[src/rtl/axi_arb_pkg.sv]
// Shared arbitration encodings and sizing helpers for the AW arbiter.
// Pure definitions; no logic, no latency.
package axi_arb_pkg;

  localparam int ARB_RR    = 0;
  localparam int ARB_FIXED = 1;

  // Grant index width, never narrower than one bit.
  function automatic int calc_id_w(input int num_ch);
    int w;
    w = $clog2(num_ch);
    return (w < 1) ? 1 : w;
  endfunction

endpackage

[src/rtl/rr_arbiter.sv]
// Combinational channel selector: round-robin from ptr_i, or fixed lowest-index priority.
// Zero latency; only requesting channels are ever granted.
module rr_arbiter
  import axi_arb_pkg::*;
#(
  parameter int NUM_CH = 4,
  parameter int ID_W   = 2
) (
  input  logic [NUM_CH-1:0] req_i,
  input  logic [ID_W-1:0]   ptr_i,
  input  logic              mode_i,
  output logic [NUM_CH-1:0] grant_o,
  output logic [ID_W-1:0]   grant_idx_o,
  output logic              any_grant_o
);

  always_comb begin
    int base;
    int idx;
    grant_o     = '0;
    grant_idx_o = '0;
    any_grant_o = 1'b0;
    // Fixed mode and an out-of-range pointer both scan from channel 0.
    base = (mode_i || (int'(ptr_i) >= NUM_CH)) ? 0 : int'(ptr_i);
    for (int k = 0; k < NUM_CH; k++) begin
      idx = base + k;
      if (idx >= NUM_CH) idx = idx - NUM_CH;
      if (!any_grant_o && req_i[idx]) begin
        grant_o[idx] = 1'b1;
        grant_idx_o  = ID_W'(idx);
        any_grant_o  = 1'b1;
      end
    end
  end

endmodule

[src/rtl/axi_aw_arbiter.sv]
// N:1 AXI write-address arbiter with a single registered output slot.
// Latency 1; refills on the same cycle it drains, so s_awready stalls only while m_awready is low.
module axi_aw_arbiter
  import axi_arb_pkg::*;
#(
  parameter int NUM_CH   = 4,
  parameter int ADDR_W   = 32,
  parameter int ARB_MODE = 0
) (
  input  logic                       clk,
  input  logic                       rst,
  input  logic [NUM_CH*ADDR_W-1:0]   s_awaddr,
  input  logic [NUM_CH-1:0]          s_awvalid,
  output logic [NUM_CH-1:0]          s_awready,
  output logic [ADDR_W-1:0]          m_awaddr,
  output logic [calc_id_w(NUM_CH)-1:0] m_awid,
  output logic                       m_awvalid,
  input  logic                       m_awready,
  output logic                       busy
);

  localparam int ID_W = calc_id_w(NUM_CH);
  localparam logic [ID_W-1:0] LAST_CH = ID_W'(NUM_CH - 1);
  localparam logic FIXED_MODE = (ARB_MODE == ARB_FIXED);

  logic [ADDR_W-1:0] addr_q, addr_d;
  logic [ID_W-1:0]   id_q, id_d;
  logic              vld_q, vld_d;
  logic [ID_W-1:0]   rr_ptr_q, rr_ptr_d;

  logic              load;
  logic [NUM_CH-1:0] req;
  logic [NUM_CH-1:0] grant;
  logic [ID_W-1:0]   grant_idx;
  logic              any_grant;
  logic [ADDR_W-1:0] sel_addr;

  // Requests are masked while held in reset so s_awready stays low.
  assign load = !vld_q || m_awready;
  assign req  = (load && !rst) ? s_awvalid : '0;

  rr_arbiter #(
    .NUM_CH (NUM_CH),
    .ID_W   (ID_W)
  ) u_arb (
    .req_i       (req),
    .ptr_i       (rr_ptr_q),
    .mode_i      (FIXED_MODE),
    .grant_o     (grant),
    .grant_idx_o (grant_idx),
    .any_grant_o (any_grant)
  );

  always_comb begin
    sel_addr = '0;
    for (int i = 0; i < NUM_CH; i++) begin
      if (grant[i]) sel_addr = sel_addr | s_awaddr[i*ADDR_W +: ADDR_W];
    end
  end

  always_comb begin
    addr_d   = addr_q;
    id_d     = id_q;
    vld_d    = vld_q;
    rr_ptr_d = rr_ptr_q;
    if (any_grant) begin
      addr_d = sel_addr;
      id_d   = grant_idx;
      vld_d  = 1'b1;
      if (!FIXED_MODE) rr_ptr_d = (grant_idx == LAST_CH) ? '0 : grant_idx + 1'b1;
    end else if (m_awready) begin
      vld_d = 1'b0;
    end
    if (FIXED_MODE) rr_ptr_d = '0;
  end

  always_ff @(posedge clk or posedge rst) begin
    if (rst) begin
      addr_q   <= '0;
      id_q     <= '0;
      vld_q    <= 1'b0;
      rr_ptr_q <= '0;
    end else begin
      addr_q   <= addr_d;
      id_q     <= id_d;
      vld_q    <= vld_d;
      rr_ptr_q <= rr_ptr_d;
    end
  end

  assign s_awready = grant;
  assign m_awaddr  = addr_q;
  assign m_awid    = id_q;
  assign m_awvalid = vld_q;
  assign busy      = vld_q || (|s_awvalid);

endmodule

[config.mk]
export PLATFORM = sky130hd
export DESIGN_NAME = axi_aw_arbiter
export DESIGN_NICKNAME = d
export VERILOG_FILES = /design/src/rtl/axi_arb_pkg.sv /design/src/rtl/rr_arbiter.sv /design/src/rtl/axi_aw_arbiter.sv
export SDC_FILE = /design/constraint.sdc
export NUM_CORES = 1
export LEC_CHECK = 0
export ABC_AREA = 1
export ABC_CLOCK_PERIOD_IN_PS = 3100
export CORE_UTILIZATION = 39
export CTS_BUF_LIST = sky130_fd_sc_hd__clkbuf_4 sky130_fd_sc_hd__clkbuf_8
export DETAILED_ROUTE_END_ITERATION = 12
export PLACE_DENSITY = 0.84
export SYNTH_ARGS = -nofsm -noshare
export SYNTH_HDL_FRONTEND = slang
export SYNTH_HIERARCHICAL = 1
export SYNTH_SLANG_ARGS = --single-unit
[constraint.sdc]
create_clock -name clk -period 3.1 [get_ports clk]
set_input_delay 0.31 -clock clk [delete_from_list [all_inputs] [get_ports clk]]
set_output_delay 0.31 -clock clk [all_outputs]
set_load 0.01 [all_outputs]
==> results of run 1 <==
-- layout by cell type (no fill, tap or decap), types with 2 or more instances in the layout --
master	Yosys	layout
nand2_1	200	200
nand2_4	5	5
clkbuf_8	0	6
inv_1	19	18
nand2_2	7	7
buf_12	0	2
nor2_1	112	112
conb_1	1	2
inv_2	2	2
dfrtp_1	37	36
nand4_1	7	7
nand3b_1	2	2
nand3_2	3	3
nand3_1	52	52
buf_4	9	5
clkdlybuf4s50_1	0	174
-- power by group through the flow --
stage                     clock network (mW)  registers (mW)  logic (mW)
final                                  0.362           0.888        2.66
after global routing                   0.393           0.919        2.97
after CTS                              0.375           0.887        2.69
after detailed placement                   0           0.895        2.68
after global placement                     0           0.888        2.63
after floorplan                            0           0.982        1.60
-- critical path, stage by stage --
cell and delay [ns]:
clkdlybuf4s50_1 0.46, clkinv_1 0.07, o21ai_1 0.16, nor2_1 0.15, inv_1 0.10, nand3_1 0.08, nand3_1 0.10, nand2_1 0.09
inv_1 0.19, nand4_1 0.12, nand2_1 0.13, clkdlybuf4s50_1 0.57
-- logic make-up after synthesis --
logic type / Yosys count / share of synthesized area
AO/OA/AOI/OAI: 5 / 0.0130
buffers and inverters: 44 / 0.0882
other: 1 / 0.00130
adder cells (fa/ha/maj): 1 / 0.00435
flip-flops: 37 / 0.322
AND/OR/NAND/NOR: 390 / 0.571
-- routing by layer --
metal	part of all wire	wire length, µm	global-route usage	up-vias
met4	0.0094	93	0.0715	0
li1	-	-	-	1804
met5	0	0	0	-
met3	0.084	837	0.0650	11
met2	0.51	5020	0.474	148
met1	0.40	3970	0.290	1618
-- cell type report --
class	instances	area, µm²
well taps	96	120
repair buffers	181	1820
clock buffers	6	82.6
multi-input cells	398	1700
fillers	599	2210
clock inverters	1	7.51
inverters	21	78.8
flip-flops and latches	37	927
-- cells in the mapped netlist (all sizes together) --
library cell	count
nand2	212
nor2	113
nand3	55
dfrtp	37
buf	23
inv	21
nand4	7
o21ai	3
nand3b	2
a31oi	1
conb	1
ha	1
nor3	1
o31ai	1
-- flip-flops by register name, indices dropped and copies added, names as in the netlist --
name	flops
m_awaddr	32
m_awid	2
m_awvalid	1
rr_ptr_q	2
-- stage by stage --
step                instance area, µm²  hold slack (ns)  worst slack (ns)  total power, mW
CTS                               4740            0.466             0.131             3.95
floorplan                         2880            0.418            0.0658             2.58
global route                      4740            0.509            0.0309             4.29
detailed placement                4650            0.477             0.153             3.57
global placement                  4650            0.458             0.195             3.52
finish                            4740            0.446             0.242             3.91
-- final timing paths --
path / from / to / slack (ns) / depth (start not counted)
setup reg to reg: m_awvalid / m_awaddr[29] / 0.67 / 14
setup / recovery: rst / s_awready[0] / 0.24 / 12
hold / removal: rst / m_awvalid / 0.45 / 3
hold reg to reg: m_awid[0] / m_awid[0] / 0.49 / 2
max in group asynchronous: rst / rr_ptr_q[0] / 2.28 / 3
min in group clk: m_awid[0] / m_awid[0] / 0.49 / 2
==> impl_metrics.tcl, run 1 <==
set metrics [dict create \
    outcome "complete, no violations" \
    finalHoldViolCount 0 \
    drt_iter0_drc 181 \
    synth_area_leaders "dfrtp_1, nand2_1, nor2_1, nand3_1, inv_1" \
    numClockSinks 37 \
    cts_tree "done" \
    p_leak_nw 2.24 \
    synth_area_leader_cell "dfrtp_1" \
    drtAntennaViolNets 0 \
    power_density_mw_per_mm2 826 \
    path_class "in2out" \
    final_cells 740 \
    grt_start_max_net_pins 39 \
    cts_max_level 2 \
    ys_types 22 \
    syn_avg_cell_area_um2 6.02 \
    io_pins 175 \
    cts-root-buf "clkbuf_8" \
    yosysSeqAreaShare 0.322 \
    initial_utilization 0.415 \
    globalplace.congestion 0.845 \
    viasPerCell 4.84 \
    die_h_um 87.9 \
    p_switching_mw 1.81 \
    cts_buffer_depth 2 \
    area_growth_pct 64.6 \
    slew_headroom 0.666 \
    slew_viol_final 0 \
    grt_pass1_wl_um 15400 \
    chipWidth_um 87.9 \
    overflow 0 \
    wl_um 9920 \
    grt_pass1_vias 3332 \
    power_frac_comb 0.681 \
    worstPathArrival_ns 2.55 \
    clk_latency_ns 0.29 \
    cp.required_ns 2.79 \
    path_clk_slew_ns 0.08 \
    setup_viol 0 \
    drive_gt1_frac 0.0543 \
    core-area_mm2 0.00694 \
    cts_buffers 5 \
    p_int_mw 2.11 \
    nNetsFinal 780 \
    synth-seq-cells 37 \
    max_slew.worst_pin.slew_ns 0.501 \
    dpl.hpwl_um 7410 \
    worst-path-max-fanout 7 \
    cts-hold-fix-buffers 0 \
    dp.cells 733 \
    synth_cells 478 \
    cts_resized 0 \
    swShare 0.461 \
    rows 30 \
    syn_area_mm2 0.00288 \
    antenna_found_initial 0 \
    setup_tns_ns 0 \
    min_period_over_period 0.922 \
    post_cts_buffers 0 \
    post-route-min-period_ns 2.86 \
    irDropWorstVdd_mv 0.398 \
    rsz0062_at_grt "false" \
    synth_top_area_share 0.322 \
    hp-class "in2async" \
    diodes 0 \
    p_clk_frac 0.093 \
    p_seq_frac 0.227 \
    routedWlPerCell_um 13.4 \
    worst_setup_path_start_kind "primary input" \
    dr.pass1.iters 5 \
    cp-end-kind "primary output" \
    cap_violations 0 \
    track_usage 0.256 \
    vias 3581 \
    portBuffers 174 \
    fin_util 0.682 \
    drc 0 \
    ys_warn_count 6 \
    finClkSkew_ns 0.00421 \
    die-area_mm2 0.00773 \
    max_freq_mhz 350 \
]
No activity file was read; power rests on OpenSTA's default activity.
==> run 2: changes to the inputs <==
Settings changed: CORE_MARGIN from default to 2.
==> run 2 against run 1 <==
Sequential share of layout area is essentially flat. Register-to-register slack got worse by 0.12 ns. Worst setup slack worse by 0.045 ns. Sequential power rose by 0.6%.
==> impl_metrics.tcl, run 2 (synthesis gave the netlist of run 1 again) <==
set metrics [dict create \
    finalHoldViolCount 0 \
    cts-root-buf "clkbuf_8" \
    worstPathArrival_ns 2.59 \
    fin_ws_ns 0.197 \
    viasPerCell 4.79 \
    p_clk_frac 0.091 \
    final_cell_mix "nand2_1, clkdlybuf4s50_1, nor2_1" \
    drc 0 \
    initial_utilization 0.399 \
    power_frac_comb 0.677 \
    portBuffers 174 \
    core-area_mm2 0.00721 \
    numClockSinks 37 \
    nNetsFinal 780 \
    die-area_mm2 0.00809 \
    fill_cells 652 \
    wl_um 9540 \
    hp-class "reg2reg" \
    irDropWorstVdd_mv 0.478 \
    area_growth_pct 64.3 \
    final_common_cell "nand2_1" \
    dpl.hpwl_um 7340 \
    power_density_mw_per_mm2 814 \
    path_class "in2out" \
    diodes 0 \
    rr_endpoint "m_awaddr[8]" \
    post-route-min-period_ns 2.90 \
    swShare 0.456 \
    multiInputGateArea_mm2 0.00170 \
    drive_gt1_frac 0.0543 \
    globalplace.congestion 0.901 \
    cts-hold-fix-buffers 0 \
    grt_util_met1 0.281 \
    p_seq_frac 0.232 \
    cts_tree "done" \
    die_h_um 89.9 \
    drt_iter0_drc 168 \
    reg2reg_slack_ns 0.55 \
    p_switching_mw 1.75 \
    routedWlPerCell_um 12.8 \
    cap_violations 0 \
    met3_usage 0.0754 \
    min_period_over_period 0.936 \
    cts_max_level 2 \
    outcome "complete, no violations" \
    vias 3566 \
    reg2regPathDepth 13 \
    busiest_layer "met2" \
    io_pins 175 \
    fin_hold_ws_ns 0.479 \
    setup_viol 0 \
    fin_util 0.656 \
    p_int_mw 2.09 \
    seq_area_um2 926 \
    antenna_found_initial 0 \
    drtAntennaViolNets 0 \
    worst_setup_path_start_kind "primary input" \
    setup_tns_ns 0 \
    chipWidth_um 89.9 \
    rows 31 \
    cts_buffers 5 \
    track_usage 0.239 \
    min_to "m_awid[0]" \
    post_cts_buffers 0 \
    hold_depth 2 \
    worst-path-max-fanout 7 \
    max_freq_mhz 345 \
    cts_resized 0 \
    clk_latency_ns 0.28 \
    hp-start "m_awid[0]" \
    finClkSkew_ns 0.00571 \
    grt.met2_usage 0.422 \
    grt_pass1_vias 3419 \
    cts_buffer_depth 2 \
    dr.pass1.iters 5 \
    pre_cts_ws_ns 0.188 \
    rsz0062_at_grt "false" \
    cp.required_ns 2.79 \
    cp-end-kind "primary output" \
    grt_start_max_net_pins 39 \
    path_clk_slew_ns 0.07 \
    r2r_start "rr_ptr_q[0]" \
    p_leak_nw 2.24 \
    grt_pass1_wl_um 15800 \
    largest_reg_flops 32 \
    slew_viol_final 0 \
    overflow 0 \
]
run 2: how the worst max path moves through the flow:
| stage | end | startpoint |
|---|---|---|
| 5_1_grt | s_awready[2] | rr_ptr_q[0] |
| 3_5_place_dp | s_awready[1] | rst |
| 4_1_cts | s_awready[1] | rst |
| 6_report | s_awready[1] | rst |
| 3_3_place_gp | s_awready[2] | rst |
| 2_1_floorplan | m_awaddr[22] | rst |
run 2: area by class of cell:
type / count / area share
Timing Repair Buffer: 181 / 0.382
Inverter: 21 / 0.0167
Tap cell: 99 / 0.0262
Sequential cell: 37 / 0.196
Clock buffer: 8 / 0.0193
Multi-Input combinational cell: 398 / 0.360
run 2: per-stage QoR:
step | cells | total power [mW] | area [µm²]
finish | 744 | 3.85 | 4730
global route | 744 | 4.25 | 4730
CTS | 744 | 3.89 | 4730
detailed placement | 736 | 3.53 | 4640
global placement | 736 | 3.47 | 4640
floorplan | 479 | 2.58 | 2880
run 2: worst max-delay path, stage by stage:
cell and delay (ns):
clkdlybuf4s50_1 0.46, clkinv_1 0.11, o21ai_1 0.19, nor2_1 0.16, inv_1 0.11, nand3_1 0.08
nand3_1 0.11, nand2_1 0.11, inv_1 0.18, nand4_1 0.13, nand2_1 0.11, clkdlybuf4s50_1 0.54
run 2: routing by layer:
| layer | vias to the layer above | wire length [µm] |
|---|---|---|
| li1 | 1808 | - |
| met1 | 1582 | 3710 |
| met2 | 162 | 4740 |
| met3 | 14 | 943 |
| met4 | 0 | 156 |
| met5 | - | 0 |
run 2: power by group through the flow:
stage / clock [mW] / combinational, mW / sequential, mW
2_1_floorplan: 0 / 1.60 / 0.982
3_3_place_gp: 0 / 2.58 / 0.889
3_5_place_dp: 0 / 2.64 / 0.899
4_1_cts: 0.360 / 2.64 / 0.893
5_1_grt: 0.384 / 2.94 / 0.925
6_report: 0.351 / 2.60 / 0.893
